`config.mk`:
```
export PLATFORM = sky130hd
export DESIGN_NAME = mux_skid_kx1_flat
export DESIGN_NICKNAME = d
export VERILOG_FILES = /design/src/rtl/mux_skid_kx1_if.sv /design/src/rtl/mux_skid_kx1.sv /design/src/flat_wrapper.sv
export SDC_FILE = /design/constraint.sdc
export NUM_CORES = 1
export LEC_CHECK = 0
export BUFFER_PORTS_ARGS = -buffer_cell sky130_fd_sc_hd__clkbuf_2
export CORE_MARGIN = 8
export CORE_UTILIZATION = 49
export CTS_BUF_LIST = sky130_fd_sc_hd__clkbuf_16
export DETAILED_ROUTE_END_ITERATION = 16
export PLACE_DENSITY = 0.87
export SKIP_CTS_REPAIR_TIMING = 1
export SYNTH_ARGS = -nofsm -noshare
export SYNTH_HDL_FRONTEND = slang
export SYNTH_SLANG_ARGS = --single-unit
```
`constraint.sdc`:
```
create_clock -name clk -period 2.52 [get_ports clk]
set_input_delay 0.504 -clock clk [delete_from_list [all_inputs] [get_ports clk]]
set_output_delay 0.504 -clock clk [all_outputs]
set_load 0.005 [all_outputs]
```
`src/rtl/mux_skid_kx1_if.sv`:
```
// Handshake bundle for mux_skid_kx1: K flattened N-bit sources in, one selected
// word out through a valid/ready skid buffer.
interface mux_skid_kx1_if #(
  parameter int N = 32,
  parameter int K = 4
);
  localparam int SEL_W = (K > 1) ? $clog2(K) : 1;

  logic [K*N-1:0]   in_data;
  logic [SEL_W-1:0] sel_idx;
  logic [K-1:0]     sel_oh;
  logic             in_valid;
  logic             in_ready;
  logic [N-1:0]     out_data;
  logic [SEL_W-1:0] out_src;
  logic             out_valid;
  logic             out_ready;
  logic             flush;
  logic             sel_err;
  logic [1:0]       occupancy;

  modport master (
    output in_data, sel_idx, sel_oh, in_valid, out_ready, flush,
    input  in_ready, out_data, out_src, out_valid, sel_err, occupancy
  );

  modport slave (
    input  in_data, sel_idx, sel_oh, in_valid, out_ready, flush,
    output in_ready, out_data, out_src, out_valid, sel_err, occupancy
  );
endinterface

```
`src/rtl/mux_skid_kx1.sv`:
```
// K:1 N-bit selector (binary index or one-hot priority) feeding a 2-entry
// valid/ready skid buffer; in_ready depends only on buffer state.
module mux_skid_kx1 #(
  parameter int N    = 32,
  parameter int K    = 4,
  parameter int MODE = 0
) (
  input  logic          clk,
  input  logic          rst,
  mux_skid_kx1_if.slave bus
);
  localparam int SEL_W = (K > 1) ? $clog2(K) : 1;
  localparam int KP    = 1 << SEL_W;

  localparam logic [1:0] ST_EMPTY = 2'd0;
  localparam logic [1:0] ST_ONE   = 2'd1;
  localparam logic [1:0] ST_FULL  = 2'd2;

  // Source table padded to a power of two so any index value stays in range.
  logic [N-1:0] src_arr [KP];

  genvar gi;
  generate
    for (gi = 0; gi < KP; gi++) begin : g_src
      if (gi < K) begin : g_real
        assign src_arr[gi] = bus.in_data[gi*N +: N];
      end else begin : g_pad
        assign src_arr[gi] = '0;
      end
    end
  endgenerate

  logic [SEL_W-1:0] pick_idx;
  logic             sel_ok;
  logic [N-1:0]     pick_data;

  generate
    if (MODE == 0) begin : g_bin
      localparam logic [SEL_W:0] K_LIM = (SEL_W+1)'(K);
      logic unused_oh;
      assign unused_oh = ^bus.sel_oh;
      assign sel_ok    = ({1'b0, bus.sel_idx} < K_LIM);
      assign pick_idx  = bus.sel_idx;
    end else begin : g_pri
      logic unused_idx;
      assign unused_idx = ^bus.sel_idx;
      assign sel_ok     = |bus.sel_oh;
      // Scan from the top so the lowest set request wins.
      always_comb begin
        pick_idx = '0;
        for (int i = K - 1; i >= 0; i--) begin
          if (bus.sel_oh[i]) pick_idx = SEL_W'(i);
        end
      end
    end
  endgenerate

  assign pick_data = src_arr[pick_idx];

  logic [1:0]       state_reg, state_next;
  logic [N-1:0]     head_data_reg, head_data_next;
  logic [SEL_W-1:0] head_src_reg, head_src_next;
  logic [N-1:0]     skid_data_reg, skid_data_next;
  logic [SEL_W-1:0] skid_src_reg, skid_src_next;
  logic             sel_err_reg, sel_err_next;

  logic not_full;
  logic accept;
  logic pop;

  assign not_full = (state_reg != ST_FULL);
  assign accept   = bus.in_valid & not_full & sel_ok;
  assign pop      = (state_reg != ST_EMPTY) & bus.out_ready;

  always_comb begin
    state_next     = state_reg;
    head_data_next = head_data_reg;
    head_src_next  = head_src_reg;
    skid_data_next = skid_data_reg;
    skid_src_next  = skid_src_reg;
    sel_err_next   = bus.in_valid & not_full & ~sel_ok & ~bus.flush;

    if (bus.flush) begin
      state_next = ST_EMPTY;
    end else begin
      case (state_reg)
        ST_EMPTY: begin
          if (accept) begin
            state_next     = ST_ONE;
            head_data_next = pick_data;
            head_src_next  = pick_idx;
          end
        end
        ST_ONE: begin
          if (accept && pop) begin
            head_data_next = pick_data;
            head_src_next  = pick_idx;
          end else if (accept) begin
            state_next     = ST_FULL;
            skid_data_next = pick_data;
            skid_src_next  = pick_idx;
          end else if (pop) begin
            state_next = ST_EMPTY;
          end
        end
        ST_FULL: begin
          if (pop) begin
            state_next     = ST_ONE;
            head_data_next = skid_data_reg;
            head_src_next  = skid_src_reg;
          end
        end
        default: state_next = ST_EMPTY;
      endcase
    end
  end

  always_ff @(posedge clk or posedge rst) begin
    if (rst) begin
      state_reg     <= ST_EMPTY;
      head_data_reg <= '0;
      head_src_reg  <= '0;
      skid_data_reg <= '0;
      skid_src_reg  <= '0;
      sel_err_reg   <= 1'b0;
    end else begin
      state_reg     <= state_next;
      head_data_reg <= head_data_next;
      head_src_reg  <= head_src_next;
      skid_data_reg <= skid_data_next;
      skid_src_reg  <= skid_src_next;
      sel_err_reg   <= sel_err_next;
    end
  end

  // rst gates in_ready directly so nothing is offered during reset.
  assign bus.in_ready  = not_full & ~rst;
  assign bus.out_valid = (state_reg != ST_EMPTY);
  assign bus.out_data  = head_data_reg;
  assign bus.out_src   = head_src_reg;
  assign bus.sel_err   = sel_err_reg;
  assign bus.occupancy = state_reg;
endmodule

```
`src/flat_wrapper.sv`:
```
// flat-port wrapper written by rule: the top's interface ports become plain ports
module mux_skid_kx1_flat 
#(
  parameter int N    = 32,
  parameter int K    = 4,
  parameter int MODE = 0
)
  (clk, rst, bus_in_data, bus_sel_idx, bus_sel_oh, bus_in_valid, bus_out_ready, bus_flush, bus_in_ready, bus_out_data, bus_out_src, bus_out_valid, bus_sel_err, bus_occupancy);
  mux_skid_kx1_if #(.N(N), .K(K)) bus_i ();
  input  logic clk;
  input  logic rst;
  input wire logic [$bits(bus_i.in_data)-1:0] bus_in_data;
  input wire logic [$bits(bus_i.sel_idx)-1:0] bus_sel_idx;
  input wire logic [$bits(bus_i.sel_oh)-1:0] bus_sel_oh;
  input wire logic [$bits(bus_i.in_valid)-1:0] bus_in_valid;
  input wire logic [$bits(bus_i.out_ready)-1:0] bus_out_ready;
  input wire logic [$bits(bus_i.flush)-1:0] bus_flush;
  output wire logic [$bits(bus_i.in_ready)-1:0] bus_in_ready;
  output wire logic [$bits(bus_i.out_data)-1:0] bus_out_data;
  output wire logic [$bits(bus_i.out_src)-1:0] bus_out_src;
  output wire logic [$bits(bus_i.out_valid)-1:0] bus_out_valid;
  output wire logic [$bits(bus_i.sel_err)-1:0] bus_sel_err;
  output wire logic [$bits(bus_i.occupancy)-1:0] bus_occupancy;
  assign bus_i.in_data = bus_in_data;
  assign bus_i.sel_idx = bus_sel_idx;
  assign bus_i.sel_oh = bus_sel_oh;
  assign bus_i.in_valid = bus_in_valid;
  assign bus_i.out_ready = bus_out_ready;
  assign bus_i.flush = bus_flush;
  assign bus_in_ready = bus_i.in_ready;
  assign bus_out_data = bus_i.out_data;
  assign bus_out_src = bus_i.out_src;
  assign bus_out_valid = bus_i.out_valid;
  assign bus_sel_err = bus_i.sel_err;
  assign bus_occupancy = bus_i.occupancy;
  mux_skid_kx1 #(.N(N), .K(K), .MODE(MODE)) u_core (.clk(clk), .rst(rst), .bus(bus_i));
endmodule
```
==> results.py <==
metrics = {
    "layout": {
        "area_delta_synth_final_pct": 28.5,
        "final_cell_mix": "171 x clkbuf_2, 70 x dfrtp_1, 64 x mux2i_1, 45 x mux2_2, 39 x nor2_1",
        "final_common_cell": "clkbuf_2",
        "fillers": 691,
        "fin_nets": 697,
        "stdcell_count": 671,
        "drive_gt1_share_pct": 47.4,
        "antennaDiodeCount": 0,
    },
    "timing": {
        "drv_slew": 0,
        "setup_ws_ns": 0.359,
        "hold_violations": 0,
        "skew_ns": 0.00760,
        "finalCritPeriodShare_pct": 85.7,
        "setup_tns_ns": 0,
        "fmax_ghz": 0.463,
        "rsz0062_at_grt": "no",
        "setup_viol": 0,
        "worstMarginPinSlew_ns": 1.00,
        "max-slew-margin-rel_pct": 33.1,
        "period_needed_ns": 2.16,
    },
    "grt": {
        "overflow": 0,
        "grt_max_degree": 67,
        "antenna_found_initial": 0,
        "grt_use_total_pct": 19.9,
        "grt_pass1_vias": 4119,
        "grt_pass1_wl_mm": 19.2,
    },
    "route": {
        "routed_via_density": 5.45,
        "drt.antenna.violating_nets": 0,
        "wl_mm": 11.7,
        "remaining_drc_errors": 0,
        "wl_per_cell_um": 17.4,
        "num_vias": 3657,
        "drtIter0Drc": 124,
        "drtPass1Iterations": 4,
    },
    "yosys": {
        "ys_warn_count": 0,
        "syn-num-nets": 534,
        "syn_inst": 395,
        "synth_edf_count": 0,
        "synth.avg_cell_area_um2": 10.9,
        "synthArstFlopShare_pct": 100,
        "synth-main-ff-cell": "dfrtp_1",
        "synth.distinct_cells": 28,
        "synth-seq-cells": 70,
        "synth_seq_area_share_pct": 40.8,
        "syn-cell-area_um2": 4300,
    },
    "critical_path": {
        "end_kind": "flip-flop",
        "cp_max_fo": 32,
        "critPathLaunchType": "flip-flop",
        "crit_type": "reg2reg",
        "cp.arrival_ns": 2.36,
        "worstPathRequired_ns": 2.72,
    },
    "floorplanning": {
        "dieArea_um2": 12000,
        "die_y_um": 110,
        "die_x_um": 110,
        "std_cell_rows": 34,
        "core_area_um2": 8590,
        "initial_core_util_pct": 50.0,
        "ios": 178,
    },
    "clock_network": {
        "htreeDepth": 3,
        "root_buffer": "clkbuf_16",
        "cts_buffers": 9,
        "cts_tree": "done",
        "clk_pin_slew_worst_paths_ns": 0.06,
        "clk_path_buf_depth": 2,
        "cts_sinks": 70,
        "clkLatencyLatePin_ns": 0.32,
    },
    "power": {
        "vdd_ir_drop_max_mv": 0.349,
        "leakage_uw": 0.00279,
        "powerDensity_nw_per_um2": 666,
    },
    "flow_run": {
        "maxCapViolCount": 0,
    },
    "placed_design": {
        "pre_cts_ws_ns": 0.363,
        "port_buffers": 172,
        "place.gp.congestion": 0.735,
        "placedCellCount": 655,
        "dp_hpwl_mm": 8.96,
    },
    "min_path": {
        "hold_path_class": "in2async",
    },
    "outcome": {
        "status": "finished, final reports clean",
    },
}
## final cells by class
cell class | instances | area [um^2] | area share [%]
flip-flops and latches | 70 | 1750 | 31.7
multi-input cells | 289 | 2340 | 42.4
inverters | 2 | 7.51 | 0.136
repair buffers | 186 | 993 | 18.0
well taps | 108 | 135 | 2.45
clock inverters | 7 | 65.1 | 1.18
clock buffers | 9 | 225 | 4.08
## path summary, 6_finish.rpt
path,from,end,slack [ns],depth (start not counted)
hold reg to reg,u_core.skid_data_reg[18],u_core.skid_data_reg[18],0.49,2
setup reg to reg,u_core.bus.occupancy[1],u_core.bus.out_data[18],0.36,4
min in group clk,bus_flush,u_core.bus.occupancy[0],0.39,2
max in group asynchronous,rst,u_core.bus.out_data[15],1.77,3
hold / removal,rst,u_core.bus.out_data[11],0.16,2
setup / recovery,u_core.bus.occupancy[1],u_core.bus.out_data[18],0.36,4
## logic make-up after synthesis
kind of cell | count (synthesis) | share of synthesized area (%)
AOI/OAI and AO/OA | 70 | 13.1
buffers and inverters | 36 | 5.04
DFF | 70 | 40.8
muxes | 131 | 32.5
other | 1 | 0.0873
and+or+nand+nor | 87 | 8.53
## cells in the mapped netlist, types with 4 or more instances
cell	n	area share [%]
buf_6	4	1.0
a221oi_1	16	3.3
clkbuf_1	11	0.96
o21ai_0	32	3.7
a221oi_2	14	4.9
mux2i_1	64	15
buf_2	8	0.93
nor2_1	39	3.4
mux2_1	22	5.8
nand2_1	36	3.1
a21oi_1	5	0.58
dfrtp_1	70	41
buf_4	11	1.9
mux2_2	45	12
## power breakdown
part	switching, uW	total, uW	internal, uW	leakage (uW)
Clock	460	1220	758	0.000143
Combinational	420	891	470	0.00180
Sequential	155	1570	1410	0.000847
Total	1040	3680	2640	0.00279
## worst max-delay path: stages, from the launching register on
cell	delay, ns
dfrtp_1	0.45
nor2b_1	0.22
nor2_4	0.78
a221oi_1	0.25
mux2_1	0.35
## layer usage
layer | up-vias | global-route usage (%) | part of all wire [%]
met4 | 0 | 7.43 | 1.6
met1 | 1769 | 23.1 | 40
met5 | - | 0 | 0
li1 | 1766 | - | -
met3 | 16 | 2.75 | 5.3
met2 | 106 | 36.3 | 53
## per-stage QoR
| stage | hold slack [ns] | cell area [um^2] | total power, uW | util [%] |
|---|---|---|---|---|
| floorplan | 0.451 | 4300 | 2080 | - |
| global route | 0.185 | 5520 | 3890 | 64.2 |
| detailed placement | 0.473 | 5230 | 2490 | 60.8 |
| finish | 0.157 | 5520 | 3680 | 64.2 |
| global placement | 0.462 | 5230 | 2420 | 60.8 |
| CTS | 0.163 | 5520 | 3710 | 64.2 |
(Power assumes the default switching activity.)
